<file path="config.mk">
export PLATFORM = sky130hd
export DESIGN_NAME = lane_occupancy_counter
export DESIGN_NICKNAME = d
export VERILOG_FILES = /design/src/rtl/lane_occupancy_counter.sv
export SDC_FILE = /design/constraint.sdc
export NUM_CORES = 1
export LEC_CHECK = 0
export BUFFER_PORTS_ARGS = -buffer_cell sky130_fd_sc_hd__clkbuf_2
export CAP_MARGIN = 20
export CORE_AREA = 4 4 176 178
export CTS_BUF_LIST = sky130_fd_sc_hd__clkbuf_4 sky130_fd_sc_hd__clkbuf_8
export DETAILED_ROUTE_END_ITERATION = 8
export DIE_AREA = 0 0 180 182
export GPL_TIMING_DRIVEN = 0
export PLACE_DENSITY_LB_ADDON = 0.1
export SLEW_MARGIN = 20
export SYNTH_ARGS = -nofsm -noshare
export SYNTH_HDL_FRONTEND = slang
export SYNTH_SLANG_ARGS = --single-unit
</file>
<file path="constraint.sdc">
create_clock -name clk -period 5.7 [get_ports clk]
set_clock_uncertainty 0.05 [all_clocks]
set_input_delay 0.57 -clock clk [delete_from_list [all_inputs] [get_ports clk]]
set_output_delay 0.57 -clock clk [all_outputs]
set_load 0.02 [all_outputs]
</file>
<file path="src/rtl/lane_occupancy_counter.sv">
`default_nettype none
// ============================================================================
// lane_occupancy_counter - multi-lane debounced entry/exit counter with
// saturating occupancy, sticky error flags and serial BCD output.  Rev 1.0
// ============================================================================
module lane_occupancy_counter #(
  parameter int NUM_LANES      = 2,
  parameter int CAPACITY       = 99,
  parameter int NUM_DIGITS     = 2,
  parameter int DEBOUNCE_COUNT = 1000000,
  localparam int OCC_W         = $clog2(CAPACITY + 1)
) (
  input  logic                    clk,
  input  logic                    reset,
  input  logic [NUM_LANES-1:0]    s1,
  input  logic [NUM_LANES-1:0]    s2,
  input  logic                    clear,
  input  logic                    clear_err,
  output logic [OCC_W-1:0]        occupancy,
  output logic [4*NUM_DIGITS-1:0] bcd,
  output logic                    bcd_valid,
  output logic                    full,
  output logic                    empty,
  output logic [NUM_LANES-1:0]    lane_in,
  output logic [NUM_LANES-1:0]    lane_out,
  output logic                    overflow,
  output logic                    underflow
);

  localparam int NS       = 2 * NUM_LANES;
  localparam int DB_W     = (DEBOUNCE_COUNT > 1) ? $clog2(DEBOUNCE_COUNT) : 1;
  localparam int RAW_W    = OCC_W + 4;
  localparam int BW       = 4 * NUM_DIGITS;
  localparam int STEP_W   = $clog2(OCC_W + 1);
  localparam logic [DB_W-1:0]          DB_LAST   = DB_W'(DEBOUNCE_COUNT - 1);
  localparam logic signed [RAW_W-1:0]  CAP_RAW   = RAW_W'(CAPACITY);
  localparam logic [OCC_W-1:0]         CAP_OCC   = OCC_W'(CAPACITY);
  localparam logic [STEP_W-1:0]        LAST_STEP = STEP_W'(OCC_W - 1);

  typedef enum logic [2:0] {ST_IDLE, ST_IN1, ST_IN2, ST_OUT1, ST_OUT2} lane_state_t;

  logic [NS-1:0]   raw_in, sync1, sync2, deb;
  logic [DB_W-1:0] db_cnt [NS];
  logic [NUM_LANES-1:0] a, b;
  lane_state_t     state [NUM_LANES];

  // Bits [NUM_LANES-1:0] carry the outer sensors, the upper half the inner ones.
  assign raw_in = {s2, s1};
  assign a      = deb[NUM_LANES-1:0];
  assign b      = deb[NS-1:NUM_LANES];

  always_ff @(posedge clk) begin
    if (reset) begin
      sync1 <= '0;
      sync2 <= '0;
      deb   <= '0;
      for (int i = 0; i < NS; i++) db_cnt[i] <= '0;
    end else begin
      sync1 <= raw_in;
      sync2 <= sync1;
      for (int i = 0; i < NS; i++) begin
        if (sync2[i] == deb[i]) begin
          db_cnt[i] <= '0;
        end else if (db_cnt[i] == DB_LAST) begin
          deb[i]    <= sync2[i];
          db_cnt[i] <= '0;
        end else begin
          db_cnt[i] <= db_cnt[i] + 1'b1;
        end
      end
    end
  end

  always_ff @(posedge clk) begin
    if (reset) begin
      lane_in  <= '0;
      lane_out <= '0;
      for (int i = 0; i < NUM_LANES; i++) state[i] <= ST_IDLE;
    end else begin
      lane_in  <= '0;
      lane_out <= '0;
      for (int i = 0; i < NUM_LANES; i++) begin
        case (state[i])
          ST_IDLE: begin
            if (a[i] && !b[i])      state[i] <= ST_IN1;
            else if (!a[i] && b[i]) state[i] <= ST_OUT1;
          end
          ST_IN1: begin
            if (b[i])       state[i] <= ST_IN2;
            else if (!a[i]) state[i] <= ST_IDLE;
          end
          ST_IN2: begin
            if (!a[i] && !b[i]) begin
              state[i]   <= ST_IDLE;
              lane_in[i] <= 1'b1;
            end else if (a[i] && !b[i]) begin
              state[i] <= ST_IN1;
            end
          end
          ST_OUT1: begin
            if (a[i])       state[i] <= ST_OUT2;
            else if (!b[i]) state[i] <= ST_IDLE;
          end
          ST_OUT2: begin
            if (!a[i] && !b[i]) begin
              state[i]    <= ST_IDLE;
              lane_out[i] <= 1'b1;
            end else if (!a[i] && b[i]) begin
              state[i] <= ST_OUT1;
            end
          end
          default: state[i] <= ST_IDLE;
        endcase
      end
    end
  end

  logic [3:0]              n_in, n_out;
  logic signed [RAW_W-1:0] raw;
  logic [OCC_W-1:0]        occ_next;
  logic                    ovf_evt, udf_evt;

  always_comb begin
    n_in  = '0;
    n_out = '0;
    for (int i = 0; i < NUM_LANES; i++) begin
      n_in  = n_in  + 4'(lane_in[i]);
      n_out = n_out + 4'(lane_out[i]);
    end
    raw      = $signed({4'b0, occupancy}) + $signed({{OCC_W{1'b0}}, n_in})
             - $signed({{OCC_W{1'b0}}, n_out});
    ovf_evt  = 1'b0;
    udf_evt  = 1'b0;
    occ_next = occupancy;
    if (clear) begin
      occ_next = '0;
    end else if (raw > CAP_RAW) begin
      occ_next = CAP_OCC;
      ovf_evt  = 1'b1;
    end else if (raw[RAW_W-1]) begin
      occ_next = '0;
      udf_evt  = 1'b1;
    end else begin
      occ_next = raw[OCC_W-1:0];
    end
  end

  assign full  = (occupancy == CAP_OCC);
  assign empty = (occupancy == '0);

  logic              busy;
  logic [OCC_W-1:0]  conv_sh;
  logic [BW-1:0]     conv_acc, acc_adj, acc_next;
  logic [STEP_W-1:0] conv_step;

  // One double-dabble step: add 3 to any digit >= 5, then shift in the next bit.
  always_comb begin
    acc_adj = conv_acc;
    for (int d = 0; d < NUM_DIGITS; d++) begin
      if (conv_acc[4*d +: 4] >= 4'd5) acc_adj[4*d +: 4] = conv_acc[4*d +: 4] + 4'd3;
    end
    acc_next = {acc_adj[BW-2:0], conv_sh[OCC_W-1]};
  end

  always_ff @(posedge clk) begin
    if (reset) begin
      occupancy <= '0;
      overflow  <= 1'b0;
      underflow <= 1'b0;
      bcd       <= '0;
      bcd_valid <= 1'b1;
      busy      <= 1'b0;
      conv_sh   <= '0;
      conv_acc  <= '0;
      conv_step <= '0;
    end else begin
      occupancy <= occ_next;
      overflow  <= clear_err ? ovf_evt : (overflow  | ovf_evt);
      underflow <= clear_err ? udf_evt : (underflow | udf_evt);
      // A new value always restarts the converter, abandoning any run in flight.
      if (occ_next != occupancy) begin
        busy      <= 1'b1;
        bcd_valid <= 1'b0;
        conv_sh   <= occ_next;
        conv_acc  <= '0;
        conv_step <= '0;
      end else if (busy) begin
        conv_acc  <= acc_next;
        conv_sh   <= conv_sh << 1;
        conv_step <= conv_step + 1'b1;
        if (conv_step == LAST_STEP) begin
          busy      <= 1'b0;
          bcd       <= acc_next;
          bcd_valid <= 1'b1;
        end
      end
    end
  end

endmodule
`default_nettype wire

</file>
==> implementation parameters, run 1 <==
Parameter                              Value

Clock network
  Latest clock arrival within the worst-skew pair ... 0.46 ns
  Total of hold buffers inserted after clock tree synthesis ... 0
  Total CTS buffers ... 17
  Number of H-tree levels ... 4
  Clock transition at the registers of the reported paths ... 0.09 ns
  TritonCTS clock tree ... done
  Count of clock tree sinks ... 139
  Cell at the root of the clock tree ... sky130_fd_sc_hd__clkbuf_8
  Buffer depth of the longest clock path ... 2

Min path
  Critical hold path startpoint ... s2[1]
  Type of the worst min-delay path ... input pin to flip-flop

Timing
  Final setup viols ... 0
  Max frequency ... 0.1932 GHz
  Number of endpoints with negative hold slack in the final report ... 0
  Transition time at the pin with the least slew margin ... roughly 0.70 ns
  Unrepaired setup endpoints after global routing ... false
  Minimum period implied by the final worst setup slack ... 5.175 ns
  Max-slew violations ... 0
  Fin crit share ... 0.9079
  Hold slack ... 0.2860 ns
  Setup TNS after final layout ... 0 ns
  Relative slew slack ... 0.5302

Logic synthesis
  Instance count of the mapped netlist ... 761
  Seq/Total Area, Yosys ... 0.4817
  Per-instance average area after synthesis ... 9.939 µm²
  Post-synthesis async set-or-reset flop share ... 0
  Top area cells in the synthesized netlist ... sky130_fd_sc_hd__edfxtp_1, sky130_fd_sc_hd__dfxtp_1, sky130_fd_sc_hd__nor2_1
  Primary FF master, synth ... sky130_fd_sc_hd__edfxtp_1
  Count of flip-flops with a built-in enable after synthesis ... 86
  Netlist cell types ... 55
  Ys Warns ... 0
  Area leader, netlist ... sky130_fd_sc_hd__edfxtp_1
  Leading cell types by count after synthesis ... sky130_fd_sc_hd__nor2_1, sky130_fd_sc_hd__edfxtp_1, sky130_fd_sc_hd__dfxtp_1
  Share of the synthesized area in the top cell type ... 0.3414
  Flop and latch count out of synthesis ... 139
  Netlist area before placement ... 0.007564 mm²
  Count leader, synth ... sky130_fd_sc_hd__nor2_1

Detailed routing
  Iteration-0 DRC Markers ... 183
  Vias post-DR ... ~5.6k
  Routed wire length ... 16.37 mm
  Vias per cell ... 4.313
  Antenna Nets Post-Route ... 0
  Number of search-and-repair iterations in the first detailed-routing pass ... 4
  Wirelength per Cell ... 12.65 µm
  Remaining design rule violation count ... 0

Critical path
  First element of the critical path ... lane_out[0]
  Required time worst endpoint ... 6.01 ns
  Depth of the most critical reg-to-reg path ... 20
  Sort of element at the end of the critical path ... flip-flop
  Critical Path Start Type ... flip-flop
  Crit path max fanout ... 6
  Setup crit end ... bcd[7]
  End of the worst register-to-register path ... bcd[7]
  Flop-to-flop setup slack ... 0.53 ns
  Category of the critical setup timing path ... flip-flop to flip-flop
  Arrival @ worst endpoint ... 5.48 ns
  Worst R2R Start ... lane_out[0]

Placement
  Area of placed instances ... 0.008498 mm²
  RD Place Congestion ... 0.7302
  Port buffer count ... 30
  Post-detail-place hpwl ... about 12 mm

Layout
  # nets final ... 924
  Area added between synthesis and finish ... 17.73%
  Final std cell area, no fill ... 0.008905 mm²
  Fraction of layout cells with a size suffix above 1 ... 0.09403
  Fill count ... 3162
  Antenna diode count ... 0

Die
  Height of the die ... between 150 and 200 µm
  Number of rows in the core area ... 63
  Horiz. Die Dim ... 180 µm
  Total die area ... 0.03276 mm²
  Number of top-level design ports ... 32
  CORE AREA ... 0.02940 mm²
  Starting Density ... 0.2572

Power and ir drop
  Leakage power figure ... about 3.2 nW
  P per Cell Area ... 350.8 mW/mm²
  Peak ir drop on the vdd network ... around 230 µV

Global route
  Antenna violations before repair ... 0
  Number of global-route vias before repair ... 5464
  GRT Overall Usage ... 0.1038
  Maximum number of pins on one net before global-route repair ... 17
  First-pass GRT wire length ... about 28 mm
  GR Overflow Total ... 0

Flow run
  Max cap viols ... 0

Status
  Run status ... finished clean
[routing by layer]
metal,track usage,up-vias,routed length (µm)
li1,-,2898,-
met1,0.1407,2608,8151
met2,0.1668,62,7548
met3,0.02304,13,489
met4,0.03017,0,179
met5,0,-,0
[metrics by stage]
step / power [mW] / setup WS (ns) / std cells / util
floorplan: 2.020 / 0.9832 / 840 / -
global placement: 2.309 / 0.2764 / 1260 / 0.2890
CTS: 3.107 / 0.2899 / 1292 / 0.3019
global route: 3.342 / 0.04347 / 1294 / 0.3029
finish: 3.124 / 0.5251 / 1294 / 0.3029
detailed placement: 2.291 / 0.3262 / 1260 / 0.2890
[kinds of logic (layout without fill, tap and decap cells)]
kind of cell,count (synthesis),in the layout,share of synthesized area
fa+ha+maj,25,25,0.04433
flops,139,139,0.4817
other cells,1,80,0.0004958
mux,25,25,0.03375
buf+inv,56,120,0.02878
compound gates,92,92,0.08834
xor+xnor,80,80,0.09264
simple gates,343,343,0.2299
[final cells by class]
type                    instances  area, µm²  area share
clock buffers                  17      234.0     0.02628
flip-flops and latches        139       3643      0.4092
clock inverters                15      145.1     0.01630
multi-input cells             645       3999      0.4491
repair buffers                 32      177.7     0.01995
inverters                      32      120.1     0.01349
well taps                     390      488.0     0.05480
plain buffers                  24      97.59     0.01096
[flip-flops by register name, summed over array words and instances, names as in the netlist]
| register | count |
|---|---|
| db_cnt | 80 |
| bcd | 8 |
| conv_acc | 8 |
| conv_sh | 7 |
| occupancy | 7 |
| state | 6 |
| deb | 4 |
| sync1 | 4 |
| sync2 | 4 |
| conv_step | 3 |
| lane_in | 2 |
| lane_out | 2 |
| bcd_valid | 1 |
| busy | 1 |
| overflow | 1 |
| underflow | 1 |
[worst max-delay path: stages, from the launching register on]
cell and delay, ns:
sky130_fd_sc_hd__dfxtp_1 0.34, sky130_fd_sc_hd__inv_1 0.06, sky130_fd_sc_hd__fa_1 0.50, sky130_fd_sc_hd__inv_1 0.05, sky130_fd_sc_hd__fa_1 0.35, sky130_fd_sc_hd__inv_1 0.07, sky130_fd_sc_hd__ha_1 0.20, sky130_fd_sc_hd__fa_1 0.27
sky130_fd_sc_hd__nand2b_1 0.11, sky130_fd_sc_hd__a211oi_1 0.32, sky130_fd_sc_hd__nor4_1 0.08, sky130_fd_sc_hd__a211oi_1 0.48, sky130_fd_sc_hd__a211o_1 0.17, sky130_fd_sc_hd__ha_1 0.26, sky130_fd_sc_hd__nor3_1 0.40, sky130_fd_sc_hd__mux2i_1 0.24
sky130_fd_sc_hd__nand4_1 0.20, sky130_fd_sc_hd__a211oi_4 0.34, sky130_fd_sc_hd__buf_4 0.22, sky130_fd_sc_hd__a31oi_1 0.09, sky130_fd_sc_hd__a311oi_1 0.29
[report_power, final]
part | internal, mW | total (mW) | switching (mW) | leakage, nW
clock | 0.327 | 0.795 | 0.468 | 0.198
combinational | 0.422 | 1.12 | 0.696 | 1.73
sequential | 1.14 | 1.21 | 0.0713 | 1.32
[layout by cell type (no fill, tap or decap), types with 3 or more instances in the layout]
cell                       instances
sky130_fd_sc_hd__nor3_2            9
sky130_fd_sc_hd__nand2_1          39
sky130_fd_sc_hd__or3_1             9
sky130_fd_sc_hd__nand3_1          41
sky130_fd_sc_hd__nand2b_1         11
sky130_fd_sc_hd__nor3_1           15
sky130_fd_sc_hd__a211oi_1          6
sky130_fd_sc_hd__mux2i_1          21
sky130_fd_sc_hd__or2_2             3
sky130_fd_sc_hd__a211o_1           3
sky130_fd_sc_hd__a21oi_1          25
sky130_fd_sc_hd__nor2_1          126
sky130_fd_sc_hd__inv_1            32
sky130_fd_sc_hd__dfxtp_1          53
sky130_fd_sc_hd__ha_1             22
sky130_fd_sc_hd__clkbuf_2         30
sky130_fd_sc_hd__a31oi_1           6
sky130_fd_sc_hd__a311oi_1          4
sky130_fd_sc_hd__clkbuf_8         17
sky130_fd_sc_hd__inv_8             4
sky130_fd_sc_hd__xnor2_1          39
sky130_fd_sc_hd__mux2_1            3
sky130_fd_sc_hd__inv_6             8
sky130_fd_sc_hd__o21ai_0          19
sky130_fd_sc_hd__edfxtp_1         86
sky130_fd_sc_hd__nor2b_1          19
sky130_fd_sc_hd__and3_1           28
sky130_fd_sc_hd__clkbuf_1         19
sky130_fd_sc_hd__nor4b_1           7
sky130_fd_sc_hd__fa_1              3
sky130_fd_sc_hd__xor2_1           41
sky130_fd_sc_hd__nor4_1            6
sky130_fd_sc_hd__nor3b_1           6
sky130_fd_sc_hd__buf_1             4
sky130_fd_sc_hd__o31ai_1          12
sky130_fd_sc_hd__nand4_1          17
sky130_fd_sc_hd__conb_1           80
[worst min-delay path by stage]
| stage | end | slack [ns] | cells after the start |
|---|---|---|---|
| after detailed placement | sync2[2] | 0.38 | 1 |
| after floorplan | sync2[0] | 0.36 | 1 |
| after global placement | sync2[2] | 0.37 | 1 |
| final | sync1[3] | 0.29 | 2 |
| after CTS | sync1[3] | 0.24 | 2 |
| after global routing | sync1[3] | 0.26 | 2 |
[what timing repair did]
| action | CTS | global route |
|---|---|---|
| buffers inserted | 0 | 2 |
| setup endpoints to repair | 0 | 14 |
| resized for setup | 0 | 0 |
No activity file was read; power rests on OpenSTA's default activity.
==> run 2, diff against run 1 <==
BUFFER_PORTS_ARGS = -buffer_cell sky130_fd_sc_hd__buf_4   (was -buffer_cell sky130_fd_sc_hd__clkbuf_2)
clock period = 5.8 ns   (was 5.7 ns; I/O delays follow)
==> run 2 against run 1 <==
- worst hold slack better by 0.014 ns
- maximum frequency is 2.5% lower
- global-route usage is 0.061 points higher
- routed wire length is 1.2% higher
- worst setup slack worse by 0.035 ns
- critical path depth is 1 lower
- non-clock buffer count is 2 lower
- clock power is 3.5% higher
- core utilization is 0.24 points higher
- largest cell class unchanged
==> implementation parameters, run 2 (synthesized netlist as in run 1, its figures left out) <==
Parameter                              Value

Critical path
  Highest cell delay on the worst timing path ... 0.55 ns
  Flop-to-flop setup slack ... 0.49 ns
  Required time worst endpoint ... 6.08 ns
  Worst R2R Start ... lane_out[1]
  Cell family with the largest share of critical-path delay ... adder cells
  Cells along the critical path ... inv_1, fa_1, inv_1, fa_1, inv_1, ha_1, fa_1, nand2b_1, a211oi_1, nor4_1, a211oi_1, a211o_1, ha_1, nor3_1, mux2i_1, nand4_1, a211oi_4, nand2_4, mux2_1
  Sort of element at the end of the critical path ... flip-flop
  Crit path max fanout ... 10
  Crit-path slowest cell ... sky130_fd_sc_hd__a211oi_4
  End of the worst register-to-register path ... conv_sh[0]
  Critical Path Start Type ... flip-flop
  Buffer and inverter count on the worst path ... 3
  Category of the critical setup timing path ... flip-flop to flip-flop
  Depth of the most critical reg-to-reg path ... 19
  Arrival @ worst endpoint ... around 5.6 ns

Die
  Height of the die ... approximately 180 µm
  Starting Density ... 0.2572
  Number of top-level design ports ... 32
  CORE AREA ... 0.02940 mm²
  Number of rows in the core area ... 63
  Total die area ... 0.03276 mm²
  Horiz. Die Dim ... 180 µm

Detailed routing
  Vias per cell ... 4.223
  Antenna Nets Post-Route ... 0
  Vias post-DR ... about 5.5k
  Iteration-0 DRC Markers ... 227
  Wirelength per Cell ... 12.82 µm
  Routed wire length ... approximately 17 mm
  Number of search-and-repair iterations in the first detailed-routing pass ... 4
  Remaining design rule violation count ... 0

Layout
  Antenna diode count ... 0
  Highest-count cells in the layout ignoring fill and taps ... sky130_fd_sc_hd__nor2_1, sky130_fd_sc_hd__edfxtp_1, sky130_fd_sc_hd__conb_1
  # nets final ... about 920
  Leading registers by flop count ... db_cnt: 80 flops, bcd: 8 flops, conv_acc: 8 flops
  Fraction of layout cells with a size suffix above 1 ... 0.09202
  Area added between synthesis and finish ... 18.66%
  Final std cell area, no fill ... roughly 0.009 mm²
  Register with the most flip-flops ... db_cnt
  Leading cell type in the layout, fill and taps excluded ... sky130_fd_sc_hd__nor2_1
  Final core area utilization ... 0.3052
  Flip-flop count of the largest register after layout ... 80

Timing
  Crit path setup slack, layout ... between 0.4 and 0.5 ns
  Max-slew violations ... 0
  Fin crit share ... 0.9155
  Minimum period implied by the final worst setup slack ... 5.310 ns
  Max frequency ... 0.1883 GHz
  Final setup viols ... 0
  Number of endpoints with negative hold slack in the final report ... 0
  Setup TNS after final layout ... 0 ns
  Unrepaired setup endpoints after global routing ... false
  Relative slew slack ... 0.5388
  Transition time at the pin with the least slew margin ... 0.6871 ns

Clock network
  Count of clock tree sinks ... 139
  Cell at the root of the clock tree ... sky130_fd_sc_hd__clkbuf_8
  Number of H-tree levels ... 4
  Buffer depth of the longest clock path ... 2
  Post-cts resize count ... 0
  Latest clock arrival within the worst-skew pair ... 0.45 ns
  Total of hold buffers inserted after clock tree synthesis ... 0
  Post-CTS Setup Bufs ... 0
  TritonCTS clock tree ... done
  Clock transition at the registers of the reported paths ... 0.08 ns
  Total CTS buffers ... 17

Power and ir drop
  Relative contribution of the clock network to total power ... 0.269
  Total design power ... 3.059 mW
  Leakage power figure ... 3.262 nW
  Peak ir drop on the vdd network ... around 220 µV
  Design internal power ... 1.893 mW
  Net switching power figure ... 1.167 mW
  Comb pwr share ... 0.342
  P per Cell Area ... 340.9 mW/mm²
  Proportion of power drawn by flip-flops and latches ... 0.389
  Share of total power consumed by net switching ... 0.3813

Status
  Run status ... finished clean

Placement
  Port buffer count ... 30
  Post-detail-place hpwl ... between 10 and 15 mm
  RD Place Congestion ... 0.7368
  Worst-case setup slack after placement ... 0.5098 ns
  Area of placed instances ... 0.008573 mm²

Global route
  Number of global-route vias before repair ... 5487
  First-pass GRT wire length ... about 28 mm
  Antenna violations before repair ... 0
  GRT Overall Usage ... 0.1044
  Maximum number of pins on one net before global-route repair ... 17
  GR Overflow Total ... 0

Flow run
  Max cap viols ... 0

Min path
  Critical hold path startpoint ... s2[1]
  Sink of the worst hold path ... sync1[3]
  Type of the worst min-delay path ... input pin to flip-flop
  Number of cells traversed by the worst hold path ... 2
[run 2: final cells by class]
| type | instances | area [µm²] |
|---|---|---|
| Fill cell | 3119 | 20430 |
| Multi-Input combinational cell | 645 | 3999 |
| Buffer | 24 | 97.59 |
| Clock inverter | 14 | 160.2 |
| Timing Repair Buffer | 30 | 225.2 |
| Clock buffer | 18 | 241.5 |
| Sequential cell | 139 | 3643 |
| Inverter | 32 | 120.1 |
| Tap cell | 390 | 488.0 |
[run 2: power groups by stage]
stage	Combinational, mW	Clock [mW]	Sequential, mW
floorplan	0.771	0	1.21
global placement	1.06	0	1.22
detailed placement	1.05	0	1.21
CTS	1.06	0.865	1.19
global route	1.15	0.908	1.20
finish	1.04	0.823	1.19
[run 2: how the worst max path moves through the flow]
stage / from / to / cells after the start
floorplan: lane_out[0] / conv_sh[0] / 19
global placement: lane_out[1] / conv_sh[6] / 19
detailed placement: lane_out[0] / conv_sh[1] / 19
CTS: lane_out[1] / conv_sh[0] / 19
global route: lane_out[0] / conv_acc[0] / 20
finish: lane_out[1] / conv_sh[0] / 19
[run 2: per-stage QoR]
stage / instances / hold WS (ns)
floorplan: 840 / 0.3638
global placement: 1260 / 0.3692
detailed placement: 1260 / 0.3776
CTS: 1292 / 0.2669
global route: 1292 / 0.2819
finish: 1292 / 0.3003
[run 2: per-layer routing]
layer | vias to the layer above | global-route usage | part of all wire
li1 | 2888 | - | -
met1 | 2510 | 0.1447 | 0.51
met2 | 43 | 0.1636 | 0.45
met3 | 15 | 0.02344 | 0.025
met4 | 0 | 0.03048 | 0.013
met5 | - | 0 | 0
==> run 3, diff against run 2 <==
CELL_PAD_IN_SITES_DETAIL_PLACEMENT = 1   (was unset)
CELL_PAD_IN_SITES_GLOBAL_PLACEMENT = 1   (was unset)
RECOVER_POWER = 100   (was unset)
==> run 3 against run 2 <==
- maximum frequency increased by 0.67%
- cell count unchanged
- critical endpoint is now conv_step[1]
- sequential power about the same
==> implementation parameters, run 3 (synthesized netlist as in run 1, its figures left out) <==
Parameter                              Value

Clock network
  Clock transition at the registers of the reported paths ... 0.09 ns
  Number of H-tree levels ... 4
  Total CTS buffers ... 17
  Latest clock arrival within the worst-skew pair ... roughly 0.45 ns
  Buffer depth of the longest clock path ... 2
  Count of clock tree sinks ... ~140
  Total of hold buffers inserted after clock tree synthesis ... 0
  Post-cts resize count ... 0
  TritonCTS clock tree ... done
  Post-CTS Setup Bufs ... 0
  Cell at the root of the clock tree ... sky130_fd_sc_hd__clkbuf_8

Detailed routing
  Vias per cell ... 4.394
  Vias post-DR ... 5677
  Wirelength per Cell ... 13.73 µm
  Antenna Nets Post-Route ... 0
  Iteration-0 DRC Markers ... 207
  Number of search-and-repair iterations in the first detailed-routing pass ... 6
  Remaining design rule violation count ... 0
  Routed wire length ... 17.74 mm

Critical path
  Flop-to-flop setup slack ... 0.53 ns
  Required time worst endpoint ... 6.07 ns
  Sort of element at the end of the critical path ... flip-flop
  Highest cell delay on the worst timing path ... 0.50 ns
  Arrival @ worst endpoint ... 5.55 ns
  Crit-path slowest cell ... sky130_fd_sc_hd__fa_1
  Cells along the critical path ... inv_1, fa_1, inv_1, fa_1, inv_1, ha_1, fa_1, nand2b_1, a211oi_1, nor4_1, a211oi_1, a211o_1, ha_1, nor3_1, mux2i_1, nand4_1, a211oi_4, nand2_4, a2111oi_0
  Category of the critical setup timing path ... flip-flop to flip-flop
  Buffer and inverter count on the worst path ... 3
  Crit path max fanout ... 10
  First element of the critical path ... lane_out[0]
  Number of stages on the worst setup path ... 19
  Worst R2R Start ... lane_out[0]
  Depth of the most critical reg-to-reg path ... 19
  Setup crit end ... conv_step[1]
  Cell family with the largest share of critical-path delay ... compound AO/OA/AOI/OAI gates
  End of the worst register-to-register path ... conv_step[1]
  Critical Path Start Type ... flip-flop

Layout
  Area added between synthesis and finish ... 16.92%
  Count of non-filler cells in the finished layout ... 1292
  Leading registers by flop count ... db_cnt: 80 flops, bcd: 8 flops, conv_acc: 8 flops
  Flip-flop count of the largest register after layout ... 80
  Highest-count cells in the layout ignoring fill and taps ... sky130_fd_sc_hd__nor2_1, sky130_fd_sc_hd__edfxtp_1, sky130_fd_sc_hd__conb_1
  Fraction of layout cells with a size suffix above 1 ... 0.05432
  Antenna diode count ... 0
  Register with the most flip-flops ... db_cnt
  # nets final ... 922
  Final std cell area, no fill ... 0.008843 mm²
  Leading cell type in the layout, fill and taps excluded ... sky130_fd_sc_hd__nor2_1

Power and ir drop
  Share of total power consumed by net switching ... 0.3757
  Proportion of power drawn by flip-flops and latches ... 0.391
  Comb pwr share ... 0.325
  Net switching power figure ... ~1.1 mW
  Design internal power ... 1.905 mW
  Leakage power figure ... 3.166 nW
  Peak ir drop on the vdd network ... 216.8 µV
  P per Cell Area ... 345.1 mW/mm²
  Relative contribution of the clock network to total power ... 0.284

Flow run
  Max cap viols ... 0

Global route
  Antenna violations before repair ... 0
  GR Overflow Total ... 0
  First-pass GRT wire length ... 29.92 mm
  GRT Overall Usage ... 0.1107
  Number of global-route vias before repair ... just under 6k
  Maximum number of pins on one net before global-route repair ... 17

Timing
  Minimum period implied by the final worst setup slack ... 5.275 ns
  Transition time at the pin with the least slew margin ... 0.6956 ns
  Fin crit share ... 0.9094
  Setup TNS after final layout ... 0 ns
  Relative slew slack ... 0.5331
  Crit path setup slack, layout ... approximately 0.53 ns
  Final setup viols ... 0
  Max-slew violations ... 0
  Unrepaired setup endpoints after global routing ... false
  Number of endpoints with negative hold slack in the final report ... 0
  Max frequency ... 0.1896 GHz

Placement
  Number of placed instances with taps included ... 1260
  Worst-case setup slack after placement ... between 0.4 and 0.5 ns
  Post-detail-place hpwl ... about 13 mm
  Port buffer count ... 30
  RD Place Congestion ... 0.7164
  Area of placed instances ... 0.008573 mm²

Die
  Horiz. Die Dim ... 180 µm
  Starting Density ... 0.2572
  Total die area ... approximately 0.033 mm²
  Number of rows in the core area ... 63
  CORE AREA ... 0.02940 mm²
  Height of the die ... 182 µm
  Number of top-level design ports ... 32

Status
  Run status ... finished clean

Min path
  Type of the worst min-delay path ... input pin to flip-flop
## run 3: changes by cell type in the layout (fill, tap and decap cells not counted)
| cell | delta |
|---|---|
| sky130_fd_sc_hd__clkinv_4 | +2 |
| sky130_fd_sc_hd__buf_4 | -24 |
| sky130_fd_sc_hd__nor3_1 | +9 |
| sky130_fd_sc_hd__clkbuf_4 | -1 |
| sky130_fd_sc_hd__a2111oi_4 | -1 |
| sky130_fd_sc_hd__nor3_2 | -9 |
| sky130_fd_sc_hd__buf_1 | -2 |
| sky130_fd_sc_hd__clkbuf_1 | +26 |
| sky130_fd_sc_hd__bufinv_16 | +1 |
| sky130_fd_sc_hd__inv_6 | -2 |
| sky130_fd_sc_hd__a2111oi_0 | +1 |
## run 3: final cells by class
type / count / area, µm²
inverters: 32 / 120.1
multi-input cells: 645 / 3935
well taps: 390 / 488.0
clock buffers: 17 / 234.0
clock inverters: 15 / 190.2
repair buffers: 30 / 135.1
plain buffers: 24 / 97.59
fillers: 3440 / 20560
flip-flops and latches: 139 / 3643
## run 3: power groups by stage
stage	Sequential [mW]	Clock (mW)	Combinational, mW
after floorplan	1.21	0	0.771
after global placement	1.22	0	1.06
after detailed placement	1.22	0	1.05
after CTS	1.20	0.910	1.06
after global routing	1.21	0.943	1.10
final	1.19	0.868	0.991
## run 3: metrics by stage
| step | util | hold WS (ns) | power [mW] |
|---|---|---|---|
| 2_1_floorplan | - | 0.3638 | 1.985 |
| 3_3_place_gp | 0.2916 | 0.3670 | 2.276 |
| 3_5_place_dp | 0.2916 | 0.3800 | 2.270 |
| 4_1_cts | 0.3060 | 0.2717 | 3.164 |
| 5_1_grt | 0.3008 | 0.2745 | 3.255 |
| 6_report | 0.3008 | 0.3080 | 3.052 |
## run 3: worst min path at each step
stage,startpoint,to,slack (ns),cells after the start
after global routing,s2[1],sync1[3],0.27,2
after floorplan,sync1[0],sync2[0],0.36,1
final,s2[1],sync1[3],0.31,2
after CTS,s2[1],sync1[3],0.27,2
after global placement,sync1[2],sync2[2],0.37,1
after detailed placement,sync1[0],sync2[0],0.38,1
## run 3: layer usage
metal,global-route usage,part of all wire
met5,0,0
met2,0.1812,0.46
met3,0.02564,0.020
met4,0.02560,0.0092
met1,0.1494,0.51
